## src/rtl/inst_loader_pkg.sv

```systemverilog
// Shared types and constants for the instruction loader.
// Holds the FSM state enum and the byte-group sizes used by the packer.
package inst_loader_pkg;

    localparam int unsigned HDR_BYTES  = 4;
    localparam int unsigned WORD_BYTES = 4;

    typedef enum logic [2:0] {
        HDR_ST,
        DATA_ST,
        CHK_ST,
        DONE_ST,
        ERR_ST
    } loader_state_type;

endpackage

```

## src/rtl/inst_loader_if.sv

```systemverilog
// Loader bus: UART byte stream in, BRAM port A write and status out.
// master : the loader side (consumes bytes, drives BRAM port A and status)
// slave  : the feeder/observer side (drives bytes and clear)
interface inst_loader_if;

    logic [7:0]  byte_data;
    logic        byte_valid;
    logic        clear;
    logic [31:0] inst_addra;
    logic [31:0] inst_dina;
    logic [3:0]  inst_wea;
    logic        busy;
    logic        done;
    logic        error;
    logic [31:0] word_count;

    modport master (
        input  byte_data, byte_valid, clear,
        output inst_addra, inst_dina, inst_wea, busy, done, error, word_count
    );

    modport slave (
        output byte_data, byte_valid, clear,
        input  inst_addra, inst_dina, inst_wea, busy, done, error, word_count
    );

endinterface

```

## src/rtl/inst_loader_byte_packer.sv

```systemverilog
// Big-endian byte-to-word packer shared by the header, data and trailer phases.
// Ports:
//   clk, rstn      clock, synchronous active-low reset
//   clear          drops any partial group and re-arms the byte index
//   byte_valid     byte_data is accepted this cycle
//   byte_data      incoming byte
//   word_c         assembled word, valid together with word_valid_c
//   word_valid_c   high in the cycle the last byte of a group is accepted
// The completed word is presented combinationally so the caller can register
// the write in the same edge that accepts the last byte (1-cycle latency).
module inst_loader_byte_packer
    import inst_loader_pkg::*;
#(
    parameter int unsigned GROUP_BYTES = WORD_BYTES
) (
    input  logic        clk,
    input  logic        rstn,
    input  logic        clear,
    input  logic        byte_valid,
    input  logic [7:0]  byte_data,
    output logic [31:0] word_c,
    output logic        word_valid_c
);

    localparam int unsigned IDX_W  = $clog2(GROUP_BYTES);
    localparam int unsigned HOLD_W = 8 * (GROUP_BYTES - 1);

    logic [IDX_W-1:0]  idx;
    logic [HOLD_W-1:0] shift;

    // Earlier bytes of the group sit above the byte arriving now.
    assign word_c       = {shift, byte_data};
    assign word_valid_c = byte_valid && !clear && (idx == IDX_W'(GROUP_BYTES - 1));

    // Byte index wraps at the group size; shift holds the earlier bytes.
    always_ff @(posedge clk) begin
        if (!rstn || clear) begin
            idx   <= '0;
            shift <= '0;
        end else if (byte_valid) begin
            idx   <= idx + IDX_W'(1);
            shift <= {shift[HOLD_W-9:0], byte_data};
        end
    end

endmodule

```

## src/rtl/inst_loader.sv

```systemverilog
// Instruction BRAM loader: parses a 4-byte big-endian length header, then
// packs big-endian data words and writes them to BRAM port A.
// Ports:
//   clk, rstn   clock, synchronous active-low reset
//   bus         inst_loader_if.master: byte_data/byte_valid/clear in;
//               inst_addra/inst_dina/inst_wea, busy, done, error, word_count out
// Parameters: DEPTH_WORDS (max accepted length), BASE_ADDR (first byte address).
// Optional: define INST_LOADER_CHECKSUM_EN to require a 4-byte trailer equal to
// the wrapping 32-bit sum of the data words before reporting done.
module inst_loader
    import inst_loader_pkg::*;
#(
    parameter int unsigned DEPTH_WORDS = 32768,
    parameter logic [31:0] BASE_ADDR   = 32'h0
) (
    input  logic          clk,
    input  logic          rstn,
    inst_loader_if.master bus
);

`ifdef INST_LOADER_CHECKSUM_EN
    localparam loader_state_type END_ST = CHK_ST;
`else
    localparam loader_state_type END_ST = DONE_ST;
`endif

    loader_state_type state, state_d;

    logic [31:0] len, len_d;
    logic [31:0] word_count, word_count_d;
    logic [31:0] addra, addra_d;
    logic [31:0] dina, dina_d;
    logic [3:0]  wea, wea_d;
    logic        busy, busy_d;
    logic        done, done_d;
    logic        error, error_d;
`ifdef INST_LOADER_CHECKSUM_EN
    logic [31:0] sum, sum_d;
`endif

    logic        byte_take_c;
    logic [31:0] word_c;
    logic        word_valid_c;

    // Bytes are only consumed while a load is in progress; DONE/ERR ignore them.
    assign byte_take_c = bus.byte_valid &&
                         ((state == HDR_ST) || (state == DATA_ST) || (state == CHK_ST));

    inst_loader_byte_packer #(
        .GROUP_BYTES (HDR_BYTES)
    ) u_packer (
        .clk          (clk),
        .rstn         (rstn),
        .clear        (bus.clear),
        .byte_valid   (byte_take_c),
        .byte_data    (bus.byte_data),
        .word_c       (word_c),
        .word_valid_c (word_valid_c)
    );

    // State and registered outputs.
    always_ff @(posedge clk) begin
        if (!rstn) begin
            state      <= HDR_ST;
            len        <= '0;
            word_count <= '0;
            addra      <= BASE_ADDR;
            dina       <= '0;
            wea        <= '0;
            busy       <= 1'b0;
            done       <= 1'b0;
            error      <= 1'b0;
`ifdef INST_LOADER_CHECKSUM_EN
            sum        <= '0;
`endif
        end else begin
            state      <= state_d;
            len        <= len_d;
            word_count <= word_count_d;
            addra      <= addra_d;
            dina       <= dina_d;
            wea        <= wea_d;
            busy       <= busy_d;
            done       <= done_d;
            error      <= error_d;
`ifdef INST_LOADER_CHECKSUM_EN
            sum        <= sum_d;
`endif
        end
    end

    // Next state: every transition happens on a completed 4-byte group.
    always_comb begin
        state_d = state;
        if (bus.clear) begin
            state_d = HDR_ST;
        end else if (word_valid_c) begin
            unique case (state)
                HDR_ST: begin
                    if (word_c == 32'd0) begin
                        state_d = END_ST;
                    end else if (word_c > 32'(DEPTH_WORDS)) begin
                        state_d = ERR_ST;
                    end else begin
                        state_d = DATA_ST;
                    end
                end
                DATA_ST: begin
                    // Leave on the cycle of the last write.
                    if ((word_count + 32'd1) == len) begin
                        state_d = END_ST;
                    end
                end
`ifdef INST_LOADER_CHECKSUM_EN
                CHK_ST: begin
                    state_d = (word_c == sum) ? DONE_ST : ERR_ST;
                end
`endif
                default: ;
            endcase
        end
    end

    // Next values of the registered outputs and datapath.
    always_comb begin
        len_d        = len;
        word_count_d = word_count;
        addra_d      = addra;
        dina_d       = dina;
        wea_d        = 4'b0000;
        busy_d       = busy;
        done_d       = done;
        error_d      = error;
`ifdef INST_LOADER_CHECKSUM_EN
        sum_d        = sum;
`endif
        if (bus.clear) begin
            // Clear wins over a same-cycle byte and suppresses any write.
            word_count_d = '0;
            busy_d       = 1'b0;
            done_d       = 1'b0;
            error_d      = 1'b0;
`ifdef INST_LOADER_CHECKSUM_EN
            sum_d        = '0;
`endif
        end else begin
            if (byte_take_c && (state == HDR_ST)) begin
                busy_d = 1'b1;
            end
            if (word_valid_c && (state == HDR_ST)) begin
                len_d = word_c;
`ifdef INST_LOADER_CHECKSUM_EN
                sum_d = '0;
`endif
            end
            if (word_valid_c && (state == DATA_ST)) begin
                wea_d        = 4'b1111;
                dina_d       = word_c;
                addra_d      = BASE_ADDR + (word_count << 2);
                word_count_d = word_count + 32'd1;
`ifdef INST_LOADER_CHECKSUM_EN
                sum_d        = sum + word_c;
`endif
            end
            unique case (state_d)
                DATA_ST, CHK_ST: busy_d = 1'b1;
                DONE_ST: begin
                    busy_d = 1'b0;
                    done_d = 1'b1;
                end
                ERR_ST: begin
                    busy_d  = 1'b0;
                    error_d = 1'b1;
                end
                default: ;
            endcase
        end
    end

    assign bus.inst_addra = addra;
    assign bus.inst_dina  = dina;
    assign bus.inst_wea   = wea;
    assign bus.busy       = busy;
    assign bus.done       = done;
    assign bus.error      = error;
    assign bus.word_count = word_count;

endmodule

```

## src/flat_wrapper.sv

```systemverilog
// flat-port wrapper written by rule: the top's interface ports become plain ports
module inst_loader_flat import inst_loader_pkg::*;
#(
    parameter int unsigned DEPTH_WORDS = 32768,
    parameter logic [31:0] BASE_ADDR   = 32'h0
)
  (clk, rstn, bus_byte_data, bus_byte_valid, bus_clear, bus_inst_addra, bus_inst_dina, bus_inst_wea, bus_busy, bus_done, bus_error, bus_word_count);
  inst_loader_if bus_i ();
  input  logic clk;
  input  logic rstn;
  input wire logic [$bits(bus_i.byte_data)-1:0] bus_byte_data;
  input wire logic [$bits(bus_i.byte_valid)-1:0] bus_byte_valid;
  input wire logic [$bits(bus_i.clear)-1:0] bus_clear;
  output wire logic [$bits(bus_i.inst_addra)-1:0] bus_inst_addra;
  output wire logic [$bits(bus_i.inst_dina)-1:0] bus_inst_dina;
  output wire logic [$bits(bus_i.inst_wea)-1:0] bus_inst_wea;
  output wire logic [$bits(bus_i.busy)-1:0] bus_busy;
  output wire logic [$bits(bus_i.done)-1:0] bus_done;
  output wire logic [$bits(bus_i.error)-1:0] bus_error;
  output wire logic [$bits(bus_i.word_count)-1:0] bus_word_count;
  assign bus_i.byte_data = bus_byte_data;
  assign bus_i.byte_valid = bus_byte_valid;
  assign bus_i.clear = bus_clear;
  assign bus_inst_addra = bus_i.inst_addra;
  assign bus_inst_dina = bus_i.inst_dina;
  assign bus_inst_wea = bus_i.inst_wea;
  assign bus_busy = bus_i.busy;
  assign bus_done = bus_i.done;
  assign bus_error = bus_i.error;
  assign bus_word_count = bus_i.word_count;
  inst_loader #(.DEPTH_WORDS(DEPTH_WORDS), .BASE_ADDR(BASE_ADDR)) u_core (.clk(clk), .rstn(rstn), .bus(bus_i));
endmodule
```

## config.mk

```make
export PLATFORM = sky130hd
export DESIGN_NAME = inst_loader_flat
export DESIGN_NICKNAME = d
export VERILOG_FILES = /design/src/rtl/inst_loader_pkg.sv /design/src/rtl/inst_loader_if.sv /design/src/rtl/inst_loader_byte_packer.sv /design/src/rtl/inst_loader.sv /design/src/flat_wrapper.sv
export SDC_FILE = /design/constraint.sdc
export NUM_CORES = 1
export LEC_CHECK = 0
export CORE_ASPECT_RATIO = 1.1
export CORE_MARGIN = 2
export CORE_UTILIZATION = 50
export CTS_BUF_LIST = sky130_fd_sc_hd__clkbuf_8
export DETAILED_ROUTE_END_ITERATION = 10
export GPL_TIMING_DRIVEN = 0
export PLACE_DENSITY = 0.75
export RECOVER_POWER = 100
export SLEW_MARGIN = 40
export SYNTH_ARGS = -nofsm -noshare
export SYNTH_HDL_FRONTEND = slang
export SYNTH_SLANG_ARGS = --single-unit
```

## constraint.sdc

```tcl
create_clock -name clk -period 6.6 [get_ports clk]
set_input_delay 1.32 -clock clk [delete_from_list [all_inputs] [get_ports clk]]
set_output_delay 1.32 -clock clk [all_outputs]
set_load 0.01 [all_outputs]
```

==> Yosys cells after proc, flatten, opt, wreduce, memory -nomap -nowiden <==
Index checks and enable logic that the tools add are counted.
{ "word_totals": {"word_cells": 52, "reg_bits": 162, "output_inout_bits": 103, "inputBits": 12} }
{ "op_classes": {"n_mux": 9, "bitwise_logic": 2, "n_reduce_logical": 19, "magnitude_cmp": 1, "n_eq_ne": 8, "n_addsub": 2} }
{ "op_table": {"columns": ["cell", "count"], "rows": [
  ["adder 32 x 1 -> 32 bit, second input constant", 1],
  ["equality test 32 bit", 1],
  ["greater-than comparator 32 x 16 -> 1 bit, second input constant", 1],
  ["logical NOT 32 bit", 1],
  ["2-to-1 mux 3 bit", 5],
  ["equality test 3 x 2 -> 1 bit, second input constant", 3],
  ["equality test 3 x 1 -> 1 bit, second input constant", 2],
  ["logical AND 1 bit", 6],
  ["case mux 3 bit (2 select lines)", 1],
  ["OR reduction 2 bit", 3],
  ["2-to-1 mux 4 bit", 1],
  ["AND reduction 2 bit", 2],
  ["equality test 3 bit, second input constant", 1],
  ["logical NOT 3 bit", 1],
  ["logical OR 1 bit", 3],
  ["nonzero test 3 bit", 1],
  ["adder 2 x 1 -> 2 bit, second input constant", 1],
  ["equality test 2 bit, second input constant", 1],
  ["logical NOT 1 bit", 2],
  ["NOT 1 bit", 2],
  ["case mux 1 bit (2 select lines)", 1],
  ["2-to-1 mux 1 bit", 1]
]} }

==> Depth between registers and ports, before layout <==
{ "depth": {"ltp_word": 11, "depth_mapped": 9, "ltp_nobuf": 8} }

==> Modules after synthesis <==
Synthesis repeated with hierarchy kept, for this count alone.
{ "unflattened": {"hier_cells": 909, "area_unflattened_um2": 7211.9} }
{ "modules_own_cells": {"columns": ["mod", "area_each_um2", "instances", "cells_each"], "rows": [
  ["inst_loader", 6159.7, 1, 814],
  ["inst_loader_byte_packer", 1052.3, 1, 95]
]} }

==> Worst setup path before layout <==
No wires, ideal clock.
{ "synth_path": {"path_kind": "input port to flip-flop", "from": "input port bus_clear", "to": "register u_core.done (netlist: u_core.bus.done)", "cell_stages": 7, "arrival_ns": 2.956, "t_required_ns": 6.521, "slack_ns": 3.565, "path_cell_list": "or3b_1 -> or3_1 -> clkbuf_1 -> or4_1 -> nand2_1 -> nor2_1 -> a211oi_2"} }
{ "synth_via": {"elab_chain_cells": 6, "elab_cells_between_ends": 7, "classes_between": "eq/ne (1); mux (2); reduce/logical (4)"} }
{ "synth_lines": {"columns": ["item", "line", "text"], "rows": [
  ["start, declared", "flat_wrapper.sv:13", "input wire logic [$bits(bus_i.clear)-1:0] bus_clear;"],
  ["logical NOT 1 bit", "inst_loader_byte_packer.sv:33", "assign word_valid_c = byte_valid && !clear && (idx == IDX_W'(GROUP_BYTES - 1));"],
  ["logical AND 1 bit (2 in series)", "inst_loader_byte_packer.sv:33", null],
  ["2-to-1 mux 3 bit", "inst_loader.sv:97", "end else if (word_valid_c) begin"],
  ["2-to-1 mux 3 bit", "inst_loader.sv:95", "if (bus.clear) begin"],
  ["equality test 3 x 2 -> 1 bit", "inst_loader.sv:165", "unique case (state_d)"],
  ["end signal, assigned", "inst_loader.sv:84", "done <= done_d;"],
  ["end, declared", "inst_loader.sv:35", "logic done, done_d;"]
]} }
Several ways; a longest one is shown, not always the timed one.
A chain may end at the register's enable or synchronous reset.

==> Worst setup path after layout <==
{ "layout_path": {"from": "input port bus_clear", "to": "register u_core.addra[28] (netlist: u_core.bus.inst_addra[28])"} }
{ "layout_via": {"elab_chain_cells": 5, "elab_cells_between_ends": 6, "classes_between": "bitwise (1); reduce/logical (5)"} }
{ "layout_lines": {"columns": ["item", "line", "text"], "rows": [
  ["logical NOT 1 bit", "inst_loader_byte_packer.sv:33", null],
  ["logical AND 1 bit (2 in series)", "inst_loader_byte_packer.sv:33", null],
  ["logical AND 1 bit", "inst_loader.sv:156", "if (word_valid_c && (state == DATA_ST)) begin"],
  ["AND reduction 2 bit (no source line) (*)", null, null],
  ["end signal, assigned", "inst_loader.sv:80", "addra <= addra_d;"],
  ["end, declared", "inst_loader.sv:31", "logic [31:0] addra, addra_d;"]
]} }
Mark *: on every way between the ends. The rest lies on a longest branch, timed or not.

==> summary.txt <==
Max-slew headroom at the worst pin - 0.486
MaxCap Viol Count - 0
CP max stage delay - 0.61 ns
DR WL/cell - 15.6 um
Reg2reg path depth - 8
Routed Antenna Nets - 0
Clk_lat worst skew - 0.48 ns
Die width - 119 um
Total gr overflow - 0
Clock transition at path regs - 0.08 ns
Crit-path most repeated cell - clkbuf_1
Drt initial violations - 451
Compound-Gate Fraction of Synth Area - 0.140
Crit share post-route - 0.601
Pin count of the biggest net entering global routing - 17
Critical path required time - 7.00 ns
Clock Skew - 0.0153 ns
H-tree levels - 4
Area of the die - 15,600 sq um
Hold worst-path end - u_core.bus.inst_addra[18]$_SDFFE_PN0P_
Final net count - 1,085
Pwr dens - 198 nW/um^2
Seq/Total Area, Yosys - 0.436
Setup TNS - 0 ns
Crit path arrival time - 4.36 ns
CP max FO - 10
Final hold violation count - 0
IO Count - 115
Area Growth Syn to Fin - 24.5%
Slowest-stage cell, CP - dlygate4sd3_1
Largest family of logic cells by synthesized area - simple AND/OR/NAND/NOR gates
Hold Path Cell Cnt - 2
Most common cell after layout, fill and taps aside - nand2_1
Post-Synth XOR/XNOR Area - 0.0768
Slew Limit Fails - 0
Total clock sinks - 159
Slew @ Worst Pin - 0.771 ns
Final WL - 19.9 mm
Top delay family on crit path - buffers and inverters
Unrepaired setup endpoints after global routing - no
Vias in the first global route - 6,368
Post-CTS setup buffer count - 0
Adder-Cell Fraction of Synth Area - 0.00514
Post-Layout Cell Count - 1,274
Num CTS Buffers - 17
Std-Cell Rows - 46
Ant. Diodes - 0
Yosys cell types - 63
Synth Instances - 938
Crit. End Element - register
CP Launch Type - primary input
Setup violations, final - 0
Grt peak-use layer - met2
Peak supply drop - 0.000160 V
Most frequent cells in the layout - 273 x nand2_1, 159 x dfxtp_1, 132 x a21oi_1
Clock period minus worst slack - 3.97 ns
WP depth - 8
Reg2Reg Setup Slack - 3.23 ns
First-pass GRT wire length - 32.0 mm
Met1 Usage GRT - 0.327
Routed vias - 6,928
Hold Path Class - reg2reg
#FFs+latches synth - 159
Starting Density - 0.509
Hold Startpoint - u_core.bus.inst_addra[18]$_SDFFE_PN0P_
Crit path buf inv count - 4
Netlist Area Pre-Place - 7300 sq um
Met3 Use GR - 0.0473
Multiplexer area fraction after synthesis - 0.00274
Leakage - 3.43 nW
Number of flops mapped to enable cells by yosys - 0
HPWL after DPL - 14.7 mm
Crit Path Category - in2reg
Vias per Instance - 5.44
Core area - 14,300 sq um
Placed Instances - 1,243
R2r startpoint - u_core.bus.word_count[0]$_SDFFE_PP0P_
Synthesis Warnings - 0
CTS Buffer Depth - 2
Status - completed
Met2 Use GR - 0.441
R2R Path End - u_core.bus.done$_SDFFE_PP0N_
Post-CTS sizing - 0
Number of antenna violations at the first check in global routing - 0
Asr flop ratio synth - 0
Root buffer cell - clkbuf_8
Simple-gate portion of the synthesized area - 0.287
Share of cells above drive strength 1 - 0.0628
Remaining DRCs - 0
Peak Freq - 252 MHz
Mean Syn Cell Area - 7.78 sq um
DR pass1 iterations - 5
Power consumption - 1.80 mW
Die height - 131 um
CTS tree - built
All-layer global routing usage - 0.262
CTS Hold Buffers Added - 0
Ys flop type - dfxtp_1
Final core occ - 0.634
RePlAce Congestion - 0.944
# port buffers - 112
Worst-path cell chain - dlygate4sd3_1 -> nor3b_1 -> and3_1 -> clkbuf_1 -> clkbuf_1 -> clkbuf_1 -> nand2_1 -> a21oi_1
## synthesized netlist by cell type, drive strengths merged, types with 3 or more instances
cell type    n  area (sq um)
buf         26           156
nor3        15          85.1
nand2b       5          31.3
or3          7          43.8
nand2      273          1020
nor2b        5          31.3
and4         5          43.8
nand3       21           130
a211oi       4          35.0
and2         5          31.3
inv         12          45.0
or4          6          48.8
xnor2       37           324
dfxtp      159          3180
nor2        52           228
o21ai       11          55.1
nor3b        4          30.0
ha           3          37.5
o2111ai      4          35.0
nor4        15           121
nand4       17           143
xor2        27           236
clkbuf      47           176
a21oi      132           661
a31oi        7          43.8
and3        10          62.6
## kinds of logic (layout without fill, tap and decap cells)
family / after synthesis / count (layout)
AOI/OAI and AO/OA: 179 / 179
xor gates and xnor gates: 64 / 64
adders and majority gates: 3 / 3
buffers and inverters: 86 / 229
DFF: 159 / 159
muxes: 2 / 2
other: 1 / 2
and+or+nand+nor: 444 / 444
## cell type report
cell class              count  area [sq um]
flip-flops and latches    159          3180
multi-input cells         694          3730
fillers                  1258          5250
inverters                  13          48.8
plain buffers              73           333
clock buffers              17           234
well taps                 192           240
clock inverters            14           191
repair buffers            112          1120
## report_power, final
| part | switching, mW | internal, mW | leakage [nW] |
|---|---|---|---|
| Sequential | 0.00410 | 0.961 | 1.28 |
| Clock | 0.371 | 0.411 | 0.221 |
| Combinational | 0.0346 | 0.0147 | 1.93 |
| Total | 0.409 | 1.39 | 3.43 |
## how the worst max path moves through the flow
stage / startpoint / end
2_1_floorplan: bus_clear / u_core.bus.done$_SDFFE_PP0N_
3_3_place_gp: bus_clear / u_core.bus.inst_addra[28]$_SDFFE_PN0P_
3_5_place_dp: bus_clear / u_core.bus.inst_addra[23]$_SDFFE_PN0P_
4_1_cts: bus_clear / u_core.bus.inst_addra[23]$_SDFFE_PN0P_
5_1_grt: bus_clear / u_core.bus.inst_addra[23]$_SDFFE_PN0P_
6_report: bus_clear / u_core.bus.inst_addra[28]$_SDFFE_PN0P_
## stage by stage
| stage | setup slack [ns] | area [sq um] | hold slack, ns |
|---|---|---|---|
| 6_report | 2.63 | 9080 | 0.450 |
| 5_1_grt | 2.54 | 9080 | 0.470 |
| 4_1_cts | 2.82 | 9090 | 0.458 |
| 3_5_place_dp | 2.34 | 8660 | 0.447 |
| 3_3_place_gp | 2.36 | 8660 | 0.442 |
| 2_1_floorplan | 3.56 | 7300 | 0.440 |
## tightest hold or removal path, delay by kind of cell (launching register included)
family / cells / cell delay, ns
DFF: 1 / 0.31
and+or+nand+nor: 1 / 0.05
AOI/OAI and AO/OA: 1 / 0.05
## registers in the layout, indices dropped and copies added (netlist names)
signal / cells
u_core.bus.error: 1
u_core.bus.word_count: 32
u_core.bus.inst_dina: 32
u_core.state: 3
u_core.u_packer.idx: 2
u_core.bus.inst_wea: 1
u_core.len: 32
u_core.bus.done: 1
u_core.bus.busy: 1
u_core.u_packer.shift: 24
u_core.bus.inst_addra: 30
## per-layer routing
layer / vias to the layer above / share of wire / wire, um
li1: 3427 / - / -
met1: 3170 / 0.43 / 8460
met2: 273 / 0.47 / 9370
met3: 58 / 0.065 / 1290
met4: 0 / 0.039 / 774
met5: - / 0 / 0
Note: power is estimated with default switching activity, not from simulation.
